===== src/rtl/hazard_ctrl.sv =====
// Pipeline sequencing controller: load-use stalls, taken-branch flushes and mult/div occupancy.
// Optional HAZARD_STATS_EN adds saturating stall/flush event counters.
module hazard_ctrl #(
    parameter int MD_LATENCY   = 4,
    parameter int FLUSH_CYCLES = 1
) (
    input  logic       clk,
    input  logic       rst,
    input  logic [4:0] id_rs_addr,
    input  logic [4:0] id_rt_addr,
    input  logic       id_uses_rt,
    input  logic       id_md_start,
    input  logic       ex_mem_r,
    input  logic [4:0] ex_rt_addr,
    input  logic       ex_branch_taken,
    output logic       pc_write,
    output logic       if_id_write,
    output logic       if_id_flush,
    output logic       id_ex_bubble,
    output logic       md_busy,
    output logic [1:0] ctrl_state
`ifdef HAZARD_STATS_EN
    ,
    output logic [15:0] stall_cnt,
    output logic [15:0] flush_cnt
`endif
);

    typedef enum logic [1:0] {
        RUN     = 2'd0,
        MD_WAIT = 2'd1,
        FLUSH   = 2'd2,
        ILLEGAL = 2'd3
    } state_t;

    localparam logic [3:0] MD_LOAD    = 4'(MD_LATENCY - 1);
    localparam logic [3:0] FLUSH_LOAD = 4'((FLUSH_CYCLES > 1) ? (FLUSH_CYCLES - 2) : 0);

    state_t     state_reg, state_next;
    logic [3:0] cnt_reg, cnt_next;
    logic       load_use;

    // A load targeting $0 never creates a dependency.
    assign load_use = ex_mem_r && (ex_rt_addr != 5'd0) &&
                      ((ex_rt_addr == id_rs_addr) || (id_uses_rt && (ex_rt_addr == id_rt_addr)));

    always_ff @(posedge clk) begin
        if (rst) begin
            state_reg <= RUN;
            cnt_reg   <= 4'd0;
        end else begin
            state_reg <= state_next;
            cnt_reg   <= cnt_next;
        end
    end

    always_comb begin
        pc_write     = 1'b1;
        if_id_write  = 1'b1;
        if_id_flush  = 1'b0;
        id_ex_bubble = 1'b0;
        md_busy      = 1'b0;
        state_next   = state_reg;
        cnt_next     = cnt_reg;

        case (state_reg)
            RUN: begin
                if (ex_branch_taken) begin
                    if_id_flush  = 1'b1;
                    id_ex_bubble = 1'b1;
                    if (FLUSH_CYCLES > 1) begin
                        state_next = FLUSH;
                        cnt_next   = FLUSH_LOAD;
                    end
                end else if (load_use) begin
                    // Mult/div held in ID here; it retries once the load has moved on.
                    pc_write     = 1'b0;
                    if_id_write  = 1'b0;
                    id_ex_bubble = 1'b1;
                end else if (id_md_start) begin
                    state_next = MD_WAIT;
                    cnt_next   = MD_LOAD;
                end
            end
            MD_WAIT: begin
                pc_write     = 1'b0;
                if_id_write  = 1'b0;
                id_ex_bubble = 1'b1;
                md_busy      = 1'b1;
                if (cnt_reg == 4'd0) state_next = RUN;
                else                 cnt_next   = cnt_reg - 4'd1;
            end
            FLUSH: begin
                if_id_flush  = 1'b1;
                id_ex_bubble = 1'b1;
                if (cnt_reg == 4'd0) state_next = RUN;
                else                 cnt_next   = cnt_reg - 4'd1;
            end
            default: begin
                // Unreachable encoding: hold the front end and fall back to RUN.
                pc_write     = 1'b0;
                if_id_write  = 1'b0;
                id_ex_bubble = 1'b1;
                state_next   = RUN;
                cnt_next     = 4'd0;
            end
        endcase

        if (rst) begin
            pc_write     = 1'b0;
            if_id_write  = 1'b0;
            if_id_flush  = 1'b1;
            id_ex_bubble = 1'b1;
            md_busy      = 1'b0;
        end
    end

    assign ctrl_state = state_reg;

`ifdef HAZARD_STATS_EN
    logic [1:0] stat_inc;
    assign stat_inc[0] = !pc_write && !rst;
    assign stat_inc[1] = if_id_flush && !rst;

    for (genvar gi = 0; gi < 2; gi++) begin : gen_stat
        logic [15:0] count_reg;
        always_ff @(posedge clk) begin
            if (rst)
                count_reg <= 16'd0;
            else if (stat_inc[gi] && (count_reg != 16'hFFFF))
                count_reg <= count_reg + 16'd1;
        end
        if (gi == 0) begin : gen_stall
            assign stall_cnt = count_reg;
        end else begin : gen_flush
            assign flush_cnt = count_reg;
        end
    end
`endif

endmodule

===== config.mk =====
export PLATFORM = sky130hd
export DESIGN_NAME = hazard_ctrl
export DESIGN_NICKNAME = d
export VERILOG_FILES = /design/src/rtl/hazard_ctrl.sv
export SDC_FILE = /design/constraint.sdc
export NUM_CORES = 1
export LEC_CHECK = 0
export ABC_AREA = 1
export BUFFER_PORTS_ARGS = -buffer_cell sky130_fd_sc_hd__buf_2
export CAP_MARGIN = 40
export CORE_MARGIN = 2
export CORE_UTILIZATION = 35
export DETAILED_ROUTE_END_ITERATION = 7
export HOLD_SLACK_MARGIN = 0.02
export PLACE_DENSITY = 0.69
export SLEW_MARGIN = 20
export SYNTH_ARGS = -nofsm -noshare
export SYNTH_HDL_FRONTEND = slang
export SYNTH_SLANG_ARGS = --single-unit

===== constraint.sdc =====
create_clock -name clk -period 1.5 [get_ports clk]
set_input_delay 0.3 -clock clk [delete_from_list [all_inputs] [get_ports clk]]
set_output_delay 0.3 -clock clk [all_outputs]
set_load 0.05 [all_outputs]

# Word-level counts from Yosys, hierarchy flattened
# Cells that the tools add are included.
dict set report totals {
  register_bits 6
  inputBits 21
  elab_cells 45
}
dict set report op_classes {
  add_sub_neg 1
  eq_ne 9
  mux 23
  reduce_logical 10
}
# operator n
set ops {}
lappend ops {{$mux W4} 4}
lappend ops {{$mux W1} 11}
lappend ops {{$eq A5 B5 Y1} 2}
lappend ops {{$mux W2} 4}
lappend ops {{$ne A2 B2 Y1 const B} 4}
lappend ops {{$pmux W4 S2} 1}
lappend ops {{$reduce_and A4 Y1} 2}
lappend ops {{$reduce_bool A5 Y1} 1}
lappend ops {{$logic_not A4 Y1} 1}
lappend ops {{$pmux W1 S2} 2}
lappend ops {{$pmux W2 S2} 1}
lappend ops {{$sub A4 B1 Y4 const B} 1}
lappend ops {{$logic_and A1 B1 Y1} 3}
lappend ops {{$eq A2 B1 Y1 const B} 1}
lappend ops {{$eq A2 B2 Y1 const B} 1}
lappend ops {{$logic_not A2 Y1} 1}
lappend ops {{$ne A2 B1 Y1 const B} 1}
lappend ops {{$reduce_or A2 Y1} 1}
lappend ops {{$logic_or A1 B1 Y1} 1}

# Logic depth before layout (Yosys ltp)
dict set report depth {
  word_depth 8
  ltp_mapped 12
  depth_no_buf 12
}

# Worst setup path after synthesis
# No wires, ideal clock.
dict set report synth_path {
  path_type {register to output}
  from {register state_reg[0] (netlist: ctrl_state[0])}
  to {output port pc_write}
  arrival_ns 1.930
  required_time_ns 1.200
  setup_slack_ns -0.730
  path_stages_with_launch 5
  path_buffers 1
  cell_sequence {dfxtp_1 inv_2 nand2_1 a21oi_1 buf_4}
}
dict set report synth_via {
  elab_chain_len 3
}
# element line
set synth_rtl {}
lappend synth_rtl {{from (decl)} 39} ;# state_t state_reg, state_next;
lappend synth_rtl {{from (signal assigned)} 52} ;# state_reg <= state_next;
lappend synth_rtl {{$eq A2 B2 Y1 / $logic_not A2 Y1 (equally long branches)} n/a}
lappend synth_rtl {{$pmux W1 S2 (*)} n/a}
lappend synth_rtl {{$mux W1 (*)} n/a}
lappend synth_rtl {{to (decl)} 16} ;# output logic pc_write,
# Mark *: on every way between the ends. The rest lies on a longest branch, timed or not.

# Final worst setup path
dict set report layout_path {
  from {input port ex_rt_addr[1]}
  to {output port id_ex_bubble}
}
dict set report layout_via {
  elab_chain_len 8
}
# element line
set layout_rtl {}
lappend layout_rtl {{from (decl)} 14} ;# input logic [4:0] ex_rt_addr,
lappend layout_rtl {{$eq A5 B5 Y1} 45} ;# ((ex_rt_addr == id_rs_addr) || (id_uses_rt && (ex_rt_addr == id_rt_addr)));
lappend layout_rtl {{$logic_and A1 B1 Y1} 45}
lappend layout_rtl {{$logic_or A1 B1 Y1} 45}
lappend layout_rtl {{$logic_and A1 B1 Y1 (*)} 44} ;# assign load_use = ex_mem_r && (ex_rt_addr != 5'd0) &&
lappend layout_rtl {{$mux W1 (*)} 75} ;# end else if (load_use) begin
lappend layout_rtl {{$mux W1 (*)} 68} ;# if (ex_branch_taken) begin
lappend layout_rtl {{$mux W1 (*)} 66} ;# case (state_reg)
lappend layout_rtl {{$mux W1 (*)} 109} ;# if (rst) begin
lappend layout_rtl {{to (decl)} 19} ;# output logic id_ex_bubble,
# Marks and branches as above.

==> summary.md <==
| Metric | Value |
|---|---|
| Die area | 0.001835 sq mm |
| Initial antenna violation count | 0 |
| Max-cap violations | 0 |
| Setup crit end kind | output pin |
| Syn Inst Count | 103 |
| Power, Total | 616.2 uW |
| Leak pwr | 0.0004945 uW |
| Worst Hold Path EP | ctrl_state[0]$_SDFFE_PP0P_ |
| Final Non-Filler Cells | 148 |
| Post CTS Setup Buffer Count | 0 |
| Port bufs | 26 |
| Fill cells | 122 |
| Distinct cells, synth | 17 |
| Clk pwr share | 0.265 |
| Num rows | 14 |
| Mapped cell area | 528.0 sq um |
| Sequential cell area | 101.3 sq um |
| Placer congestion estimate | 0.8417 |
| CTS tree | yes |
| Syn nets | 125 |
| Leading post-synthesis cells by cell area | nand2_1 26%, dfxtp_1 19%, inv_1 11%, nor2_1 8.5%, nand3_1 7.6% |
| Die height | 42.84 microns |
| CP required | 1.20 ns |
| Pin count of the biggest net entering global routing | 7 |
| Asr flop ratio synth | 0 |
| Top cells by count, synth | 37 x nand2_1, 15 x inv_1, 12 x nor2_1, 8 x nand3_1 |
| Pre-CTS WS | -0.1928 ns |
| Met1 wire length | 654 microns |
| Post-synth top area cell | nand2_1 |
| Layout Utilization | 0.6403 |
| Residual DRC | 0 |
| Synth warn | 0 |
| DRT iter0 DRCs | 9 |
| Reg2reg path depth | 7 |
| Pwr/cell area | 661.9 mW/mm^2 |
| CTS Hold Buffers Added | 0 |
| RSZ-0062 raised after global routing | true |
| Post-Route WL | 1.656 mm |
| Io pins | 28 |
| CP arrival | 1.25 ns |
| Final cycle utilization of the critical path | 1.033 |
| WL met2 | 866 microns |
| Register area share after synthesis | 0.1896 |
| Vias per std cell | 4.709 |
| Max clock buf depth | 2 |
| Syn avg cell area | 5.126 sq um |
| First-pass GRT wire length | 2.166 mm |
| Critical R2R Capture | cnt_reg[1]$_SDFFE_PP0P_ |
| Post-synth top area share | 0.2630 |
| CTS Sinks | 5 |
| CTS Root Cell | clkbuf_4 |
| Antenna-violating nets left | 0 |
| Share of layout cells above drive strength 1 | 0.5227 |
| Clock transition at path regs | 0.04 ns |
| Reg-to-reg slack, setup | 0.11 ns |
| CTS Buf Count | 3 |
| Multi-input combinational cell area | 396.6 sq um |
| Most used flip-flop cell after synthesis | dfxtp_1 |
| Setup CP Type | in2out |
| Antenna cell count | 0 |
| Psw | 242.3 uW |
| Gate power share | 0.484 |
| Placed Instances | 144 |
| Hold path depth | 2 |
| Failing checks | negative setup slack |
| Max FFs per register | 4 |
| Vias | 697 |
| CORE AREA | 0.001454 sq mm |
| Worst IR Drop VDD | 0.6376 mV |
| Switching share of power | 0.3932 |
| Reg2reg start | cnt_reg[0]$_SDFFE_PP0P_ |
| Routed length per instance | 11.19 microns |
| Worst skew pair latency | 0.25 ns |
| Final hold violations | 0 |
| Overall routing resource usage | 0.1530 |
| Max H-tree Level | 1 |
| Worst min path class | in2reg |
| # setup viols final | 3 |
| Crit path max fanout | 3 |
| Setup TNS after final layout | -0.1428 ns |
| Gr ovfl total | 0 |
| Yosys reg bits | 5 |
| Worst setup SP type | input port |
| Status | finished, violations left |
| Top Metal Used | met4 |
| Min-delay src | rst |
| Crit. Startpoint | ex_rt_addr[1] |
| Pins Over Slew Limit | 0 |
| Post-DP HPWL | 1.024 mm |
| Die X-Extent | 42.84 microns |
| Vias in the first global route | 577 |
| Initial core utilization | 0.3632 |
| Synth-to-Final Area Change | 76.30% |
| Final worst slack | -0.04946 ns |
| Layout Nets | 155 |
| Minimum period implied by the final worst setup slack | 1.549 ns |
| Sequential share of power | 0.252 |
| Met3 wire length | 85 microns |
| Internal | 373.9 uW |
| Most common cell in the netlist | nand2_1 |
| Initial DRT Pass Iterations | 4 |
| Highest clock rate | 645.4 MHz |
| Clk_skew | 0.003162 ns |
| Post-synth EDFFs | 0 |
==> worst max-delay path: stages <==
cell	delay, ns
buf_12	0.10
inv_12	0.04
nand2_4	0.04
nand2_1	0.05
nor2_1	0.12
nand3_1	0.08
nand2_1	0.07
nand2_1	0.06
nand2_2	0.10
nor2_1	0.05
nand2_1	0.08
buf_6	0.16
==> what timing repair did <==
item	4_1_cts	5_1_grt
pin swaps	12	23
endpoints found under the setup margin	3	3
cloned	0	0
gates resized for setup	27	32
==> per-layer routing <==
metal | track usage | vias to the layer above
met3 | 0.01277 | 4
met2 | 0.2636 | 27
met4 | 0.07500 | 0
met1 | 0.1877 | 299
li1 | - | 367
met5 | 0 | -
==> stage by stage <==
stage | hold slack, ns | instance area [sq um]
floorplan | 0.3650 | 581.8
global placement | 0.4666 | 720.7
detailed placement | 0.4682 | 720.7
CTS | 0.2929 | 837.1
global route | 0.3160 | 930.9
finish | 0.3025 | 930.9
==> layout by cell type (no fill, tap or decap) <==
cell      count
nand3_1       8
xnor2_1       1
nand2_4       3
buf_8         2
dfxtp_1       4
inv_8         1
clkbuf_4      3
inv_2         9
inv_4         4
ha_1          1
buf_2        11
conb_1        1
nand2_2      13
nor2_2        4
or2_2         1
clkbuf_1      1
nand4_1       1
buf_12        3
nor2_1        8
nand2_1      23
a21oi_1       6
buf_4         2
o21ai_0       1
dfxtp_2       1
inv_1         6
a31oi_1       1
buf_6         9
a21oi_4       1
o21ai_1       1
inv_12        2
==> worst max path at each step <==
stage          slack (ns)      endpoint  cells past startpoint
6_report            -0.05  id_ex_bubble                     12
4_1_cts            -0.007  id_ex_bubble                     11
2_1_floorplan       -0.12      pc_write                      8
3_3_place_gp        -0.17  id_ex_bubble                     12
5_1_grt             -0.14  id_ex_bubble                     12
3_5_place_dp        -0.19  id_ex_bubble                     12
==> area by class of cell <==
class	count	area share
multi-input combinational	74	0.4261
sequential	5	0.1089
tap	16	0.02151
inverter	22	0.1344
timing repair buffer	27	0.2809
clock buffer	4	0.02823
==> power groups by stage <==
| stage | Sequential, uW | Clock [uW] | Combinational [uW] |
|---|---|---|---|
| 4_1_cts | 155 | 169 | 260 |
| 3_3_place_gp | 157 | 0 | 226 |
| 2_1_floorplan | 162 | 0 | 158 |
| 5_1_grt | 156 | 175 | 321 |
| 6_report | 155 | 163 | 298 |
| 3_5_place_dp | 157 | 0 | 230 |
==> kinds of logic (layout without fill, tap and decap cells) <==
logic type / after synthesis / after routing / synth area share
buffers and inverters: 24 / 53 / 0.1848
AOI/OAI and AO/OA: 10 / 10 / 0.09716
other: 1 / 1 / 0.007102
adders and majority gates: 1 / 1 / 0.02369
DFF: 5 / 5 / 0.1896
xor gates and xnor gates: 1 / 1 / 0.01659
and+or+nand+nor: 61 / 61 / 0.4811
No activity file was read; power rests on OpenSTA's default activity.
